[config.mk]
export PLATFORM = sky130hd
export DESIGN_NAME = button_event_arbiter
export DESIGN_NICKNAME = d
export VERILOG_FILES = /design/src/rtl/button_event_arbiter_pkg.sv /design/src/rtl/button_event_arbiter_rr_arbiter.sv /design/src/rtl/button_event_arbiter.sv
export SDC_FILE = /design/constraint.sdc
export NUM_CORES = 1
export LEC_CHECK = 0
export CAP_MARGIN = 30
export CELL_PAD_IN_SITES_DETAIL_PLACEMENT = 1
export CELL_PAD_IN_SITES_GLOBAL_PLACEMENT = 1
export CORE_MARGIN = 2
export CORE_UTILIZATION = 42
export DETAILED_ROUTE_END_ITERATION = 7
export PLACE_DENSITY = 0.88
export SLEW_MARGIN = 30
export SYNTH_ARGS = -nofsm -noshare
export SYNTH_HDL_FRONTEND = slang
export SYNTH_HIERARCHICAL = 1
export SYNTH_SLANG_ARGS = --single-unit
export TNS_END_PERCENT = 20
[constraint.sdc]
create_clock -name clk -period 8.44 [get_ports clk]
set_input_delay 1.266 -clock clk [delete_from_list [all_inputs] [get_ports clk]]
set_output_delay 1.266 -clock clk [all_outputs]
set_load 0.01 [all_outputs]
[src/rtl/button_event_arbiter_pkg.sv]
// Shared constants for the button event arbiter: channel-count default,
// index-width derivation and the edge-type encoding carried on evt_rising.
package button_event_arbiter_pkg;

    localparam int NUM_CH_DEFAULT = 4;

    localparam logic EDGE_RISING  = 1'b1;
    localparam logic EDGE_FALLING = 1'b0;

    // Index width for 2..8 channels; a 2-channel build still needs one bit.
    function automatic int ch_width(input int n);
        return (n <= 2) ? 1 : $clog2(n);
    endfunction

endpackage

[src/rtl/button_event_arbiter_rr_arbiter.sv]
// Combinational round-robin picker: scans requests starting at ptr,
// wrapping at NUM_CH-1, and returns the first hit as one-hot and as an index.
module rr_arbiter
    import button_event_arbiter_pkg::*;
#(
    parameter int NUM_CH = NUM_CH_DEFAULT,
    parameter int CH_W   = ch_width(NUM_CH)
) (
    input  logic [NUM_CH-1:0] req,
    input  logic [CH_W-1:0]   ptr,
    output logic [NUM_CH-1:0] grant,
    output logic [CH_W-1:0]   idx,
    output logic              found
);

    logic [CH_W:0] cand;

    always_comb begin
        // NOTE: every output gets a default before the loop so no latch is inferred.
        grant = '0;
        idx   = '0;
        found = 1'b0;
        cand  = '0;
        for (int i = 0; i < NUM_CH; i++) begin
            cand = {1'b0, ptr} + (CH_W + 1)'(i);
            if (cand >= (CH_W + 1)'(NUM_CH)) begin
                cand = cand - (CH_W + 1)'(NUM_CH);
            end
            if (!found && req[cand[CH_W-1:0]]) begin
                found                  = 1'b1;
                grant[cand[CH_W-1:0]]  = 1'b1;
                idx                    = cand[CH_W-1:0];
            end
        end
    end

endmodule

[src/rtl/button_event_arbiter.sv]
// Collects per-channel edge pulses into one-deep pending slots and serialises
// them round-robin onto a single valid/ready event register, flagging lost events.
module button_event_arbiter
    import button_event_arbiter_pkg::*;
#(
    parameter int NUM_CH = NUM_CH_DEFAULT,
    parameter int CH_W   = ch_width(NUM_CH)
) (
    input  logic              clk,
    input  logic              reset,
    input  logic [NUM_CH-1:0] pos_edge,
    input  logic [NUM_CH-1:0] neg_edge,
    output logic              evt_valid,
    input  logic              evt_ready,
    output logic [CH_W-1:0]   evt_chan,
    output logic              evt_rising,
    output logic [NUM_CH-1:0] overrun,
    input  logic              overrun_clr
);

    logic [NUM_CH-1:0] pend_valid;
    logic [NUM_CH-1:0] pend_rise;
    logic [NUM_CH-1:0] grant;
    logic [NUM_CH-1:0] granted;
    logic [NUM_CH-1:0] new_edge;
    logic [NUM_CH-1:0] ovr_set;
    logic [CH_W-1:0]   ptr;
    logic [CH_W-1:0]   grant_idx;
    logic [CH_W-1:0]   ptr_next;
    logic              grant_found;
    logic              can_load;

    rr_arbiter #(
        .NUM_CH (NUM_CH),
        .CH_W   (CH_W)
    ) u_rr (
        .req   (pend_valid),
        .ptr   (ptr),
        .grant (grant),
        .idx   (grant_idx),
        .found (grant_found)
    );

    // The output register can take a new event when empty or being drained.
    assign can_load = !evt_valid || evt_ready;
    assign granted  = can_load ? grant : '0;
    assign new_edge = pos_edge | neg_edge;
    assign ptr_next = (grant_idx == CH_W'(NUM_CH - 1)) ? '0 : grant_idx + 1'b1;

    // Lost event: slot still occupied and not leaving, or both edges at once.
    assign ovr_set = (new_edge & pend_valid & ~granted) | (pos_edge & neg_edge);

    always_ff @(posedge clk) begin
        if (reset) begin
            pend_valid <= '0;
            pend_rise  <= '0;
            evt_valid  <= 1'b0;
            evt_chan   <= '0;
            evt_rising <= EDGE_FALLING;
            overrun    <= '0;
            ptr        <= '0;
        end else begin
            // NOTE: non-blocking assignments so every register sees pre-edge values.
            for (int i = 0; i < NUM_CH; i++) begin
                if (new_edge[i]) begin
                    pend_valid[i] <= 1'b1;
                    pend_rise[i]  <= pos_edge[i] ? EDGE_RISING : EDGE_FALLING;
                end else if (granted[i]) begin
                    pend_valid[i] <= 1'b0;
                end
            end

            overrun <= (overrun & {NUM_CH{!overrun_clr}}) | ovr_set;

            if (can_load) begin
                if (grant_found) begin
                    evt_valid  <= 1'b1;
                    evt_chan   <= grant_idx;
                    evt_rising <= pend_rise[grant_idx];
                    ptr        <= ptr_next;
                end else if (evt_ready) begin
                    evt_valid <= 1'b0;
                end
            end
        end
    end

endmodule

==> impl_results.md <==
* CP endpoint: ptr[0]
* Die Y at about 57 um
* Vias at 1100
* Netlist Area Pre-Place at around 0.0012 sq mm
* Final setup vio count at 0
* Vias per inst at roughly 6.1
* Hold buffers post-CTS at 0
* Initial antenna violation count at 0
* Design Area, Final at 0.00139 sq mm
* Remaining global-route overflow at 0
* WL per Instance at 16.8 um
* CTS buffer count at 3
* Post-Route Skew at ~3.3 ps
* Relative slew slack at 0.453
* CTS tree: yes
* Post-CTS Setup Inserts at 0
* R2R Path End: ptr[0]
* Count of TritonRoute iterations in the first routing pass at 4
* # H-tree levels at 1
* Class of the worst hold path: reg -> reg
* Post-route minimum period at 3380 ps
* Worst-Margin Slew at 818 ps
* Synthesized area per cell at just under 9 sq um
* Outcome: finished clean
* I/O pin cnt at 20
* Worst Path Required at between 8000 and 9000 ps
* P&R area growth vs syn at 17.9%
* RD Place Congestion at 0.717
* Layout cells sized above 1 at 0.0676
* RSZ-0062 raised after global routing: no
* Most common cell after layout, fill and taps aside: clkdlybuf4s50_1
* Drt total wl at about 3000 um
* Total track usage at 0.191
* Crit path from: ptr[0]
* Total die area at ~0.0032 sq mm
* Power density over cell area at roughly 280 mW/mm^2
* Resized cells post-CTS at 0
* Core Area at around 0.0027 sq mm
* Die X-Extent at between 50 and 60 um
* CP Launch Type: flip-flop
* Fmax at 296 MHz
* Syn Inst Count at around 130
* Crit-path max FO at 14
* Wire length of the first global-routing pass at between 4000 and 5000 um
* Port buffer count at 19
* Sequential area share after synthesis at 0.305
* Final ANT Viol Nets at 0
* Synth Register Bits at 18
* Initial Util at 0.435
* Pins Over Slew Limit at 0
* Setup Total Neg Slack at 0 ps
* CTS max path bufs at 2
* Post-DP HPWL at between 2000 and 2500 um
* Root Driver: clkbuf_4
* Clk slew on worst S/H paths at around 100 ps
* R2R Setup Slk at roughly 5100 ps
* Prevailing post-synth register cell: dfxtp_1
* DP Area at 0.00137 sq mm
* Row cnt at 19
* Peak VDD IR at 177 uV
* Syn. warnings at 6
* Lkg Pwr at roughly 0.00051 uW
* R2R depth at 9
* Starting DRC count in detailed routing at 18
* Fin. Hold Viols at 0
* Post-synth EDFFs at 0
* CP Class: reg -> reg
* DRC violations left at 0
* Pin count of the biggest net entering global routing at 24
* Ys async rst share at 0
* Commonest non-fill, non-tap cells in the layout: clkdlybuf4s50_1, dfxtp_1, a21oi_1
* Hold Slack at 486 ps
* ANT cells at 0
* Crit path DAT at between 3000 and 4000 ps
* Post-synth cell types at 33
* Final period utilization at 0.401
* Final nets at between 150 and 200
* Reg-to-reg startpoint: ptr[0]
* Number of global-route vias before repair at 1100
* CP Capture Type: flip-flop
* Worst skew pair latency at slightly below 300 ps
* Max Cap Viol at 0
* TritonCTS Sinks at 18
* Post-synth net total at 150
stage by stage:
stage / total power (uW) / utilization / instances / worst slack, ps
after floorplan: 293 / - / 132 / 5600
after global routing: 426 / 0.513 / 179 / 4840
after detailed placement: 354 / 0.505 / 176 / 5080
after global placement: 341 / 0.505 / 176 / 5320
final: 394 / 0.513 / 179 / 5060
after CTS: 395 / 0.513 / 179 / 5060
synth_stat cells (2+ instances only):
master,count,share of area
buf_2,2,0.0085
dfxtp_1,18,0.31
mux4_1,2,0.045
mux2i_1,2,0.017
nor3b_1,4,0.025
o2111ai_1,4,0.030
nor2_1,11,0.035
inv_1,12,0.038
a31oi_1,4,0.021
buf_6,2,0.019
o311ai_1,4,0.030
mux4_2,3,0.057
nand3_1,4,0.017
nand2b_1,3,0.016
a22oi_1,8,0.051
a21oi_1,14,0.059
o21ai_0,10,0.042
ha_1,6,0.064
clkbuf_1,2,0.0064
o21ai_1,4,0.017
logic make-up (layout without fill, tap and decap cells):
kind of cell               count (synthesis)  count (layout)  synth area share
muxes                                      8               8             0.128
and+or+nand+nor                           29              29             0.148
adders and majority gates                  6               6            0.0636
buffers and inverters                     19              35            0.0753
DFF                                       18              18             0.305
AOI/OAI and AO/OA                         52              52             0.279
flip-flops by register name, indices dropped and copies added, names as in the netlist:
register    cells
pend_valid      4
overrun         4
evt_chan        2
evt_rising      1
ptr             2
pend_rise       4
evt_valid       1
routing by layer:
metal / vias up / global-route usage / wire length [um]
met5: - / 0 / 0
met2: 22 / 0.346 / 1550
li1: 535 / - / -
met4: 0 / 0.0598 / 32
met1: 538 / 0.233 / 1310
met3: 5 / 0.0249 / 117
critical path, stage by stage (launching register included):
cell and delay [ps]:
dfxtp_1 700, inv_1 160, ha_1 390, mux4_2 450, nor4b_4 410, nor2_1 120
a32o_1 270, ha_1 180, or4_1 470, a21oi_1 150
worst min path at each step:
stage	slack [ps]	cells after the start	from	end
after detailed placement	470	2	evt_chan[1]	evt_chan[1]
final	490	2	evt_chan[0]	evt_chan[0]
after global routing	520	2	evt_rising	evt_rising
after floorplan	450	2	pend_rise[2]	pend_rise[2]
after global placement	460	2	evt_rising	evt_rising
after CTS	490	2	evt_chan[1]	evt_chan[1]
report_power, final:
| part | internal [uW] | switching (uW) |
|---|---|---|
| combinational | 107 | 121 |
| sequential | 103 | 20.9 |
| clock | 16.6 | 25.2 |
layout make-up:
class                      count  area (sq um)
clock buffer                   3          22.5
fill                         314          1320
inverter                      13          48.8
multi-input combinational     95           731
sequential                    18           360
tap                           31          38.8
timing repair buffer          19           190
(Power assumes the default switching activity.)
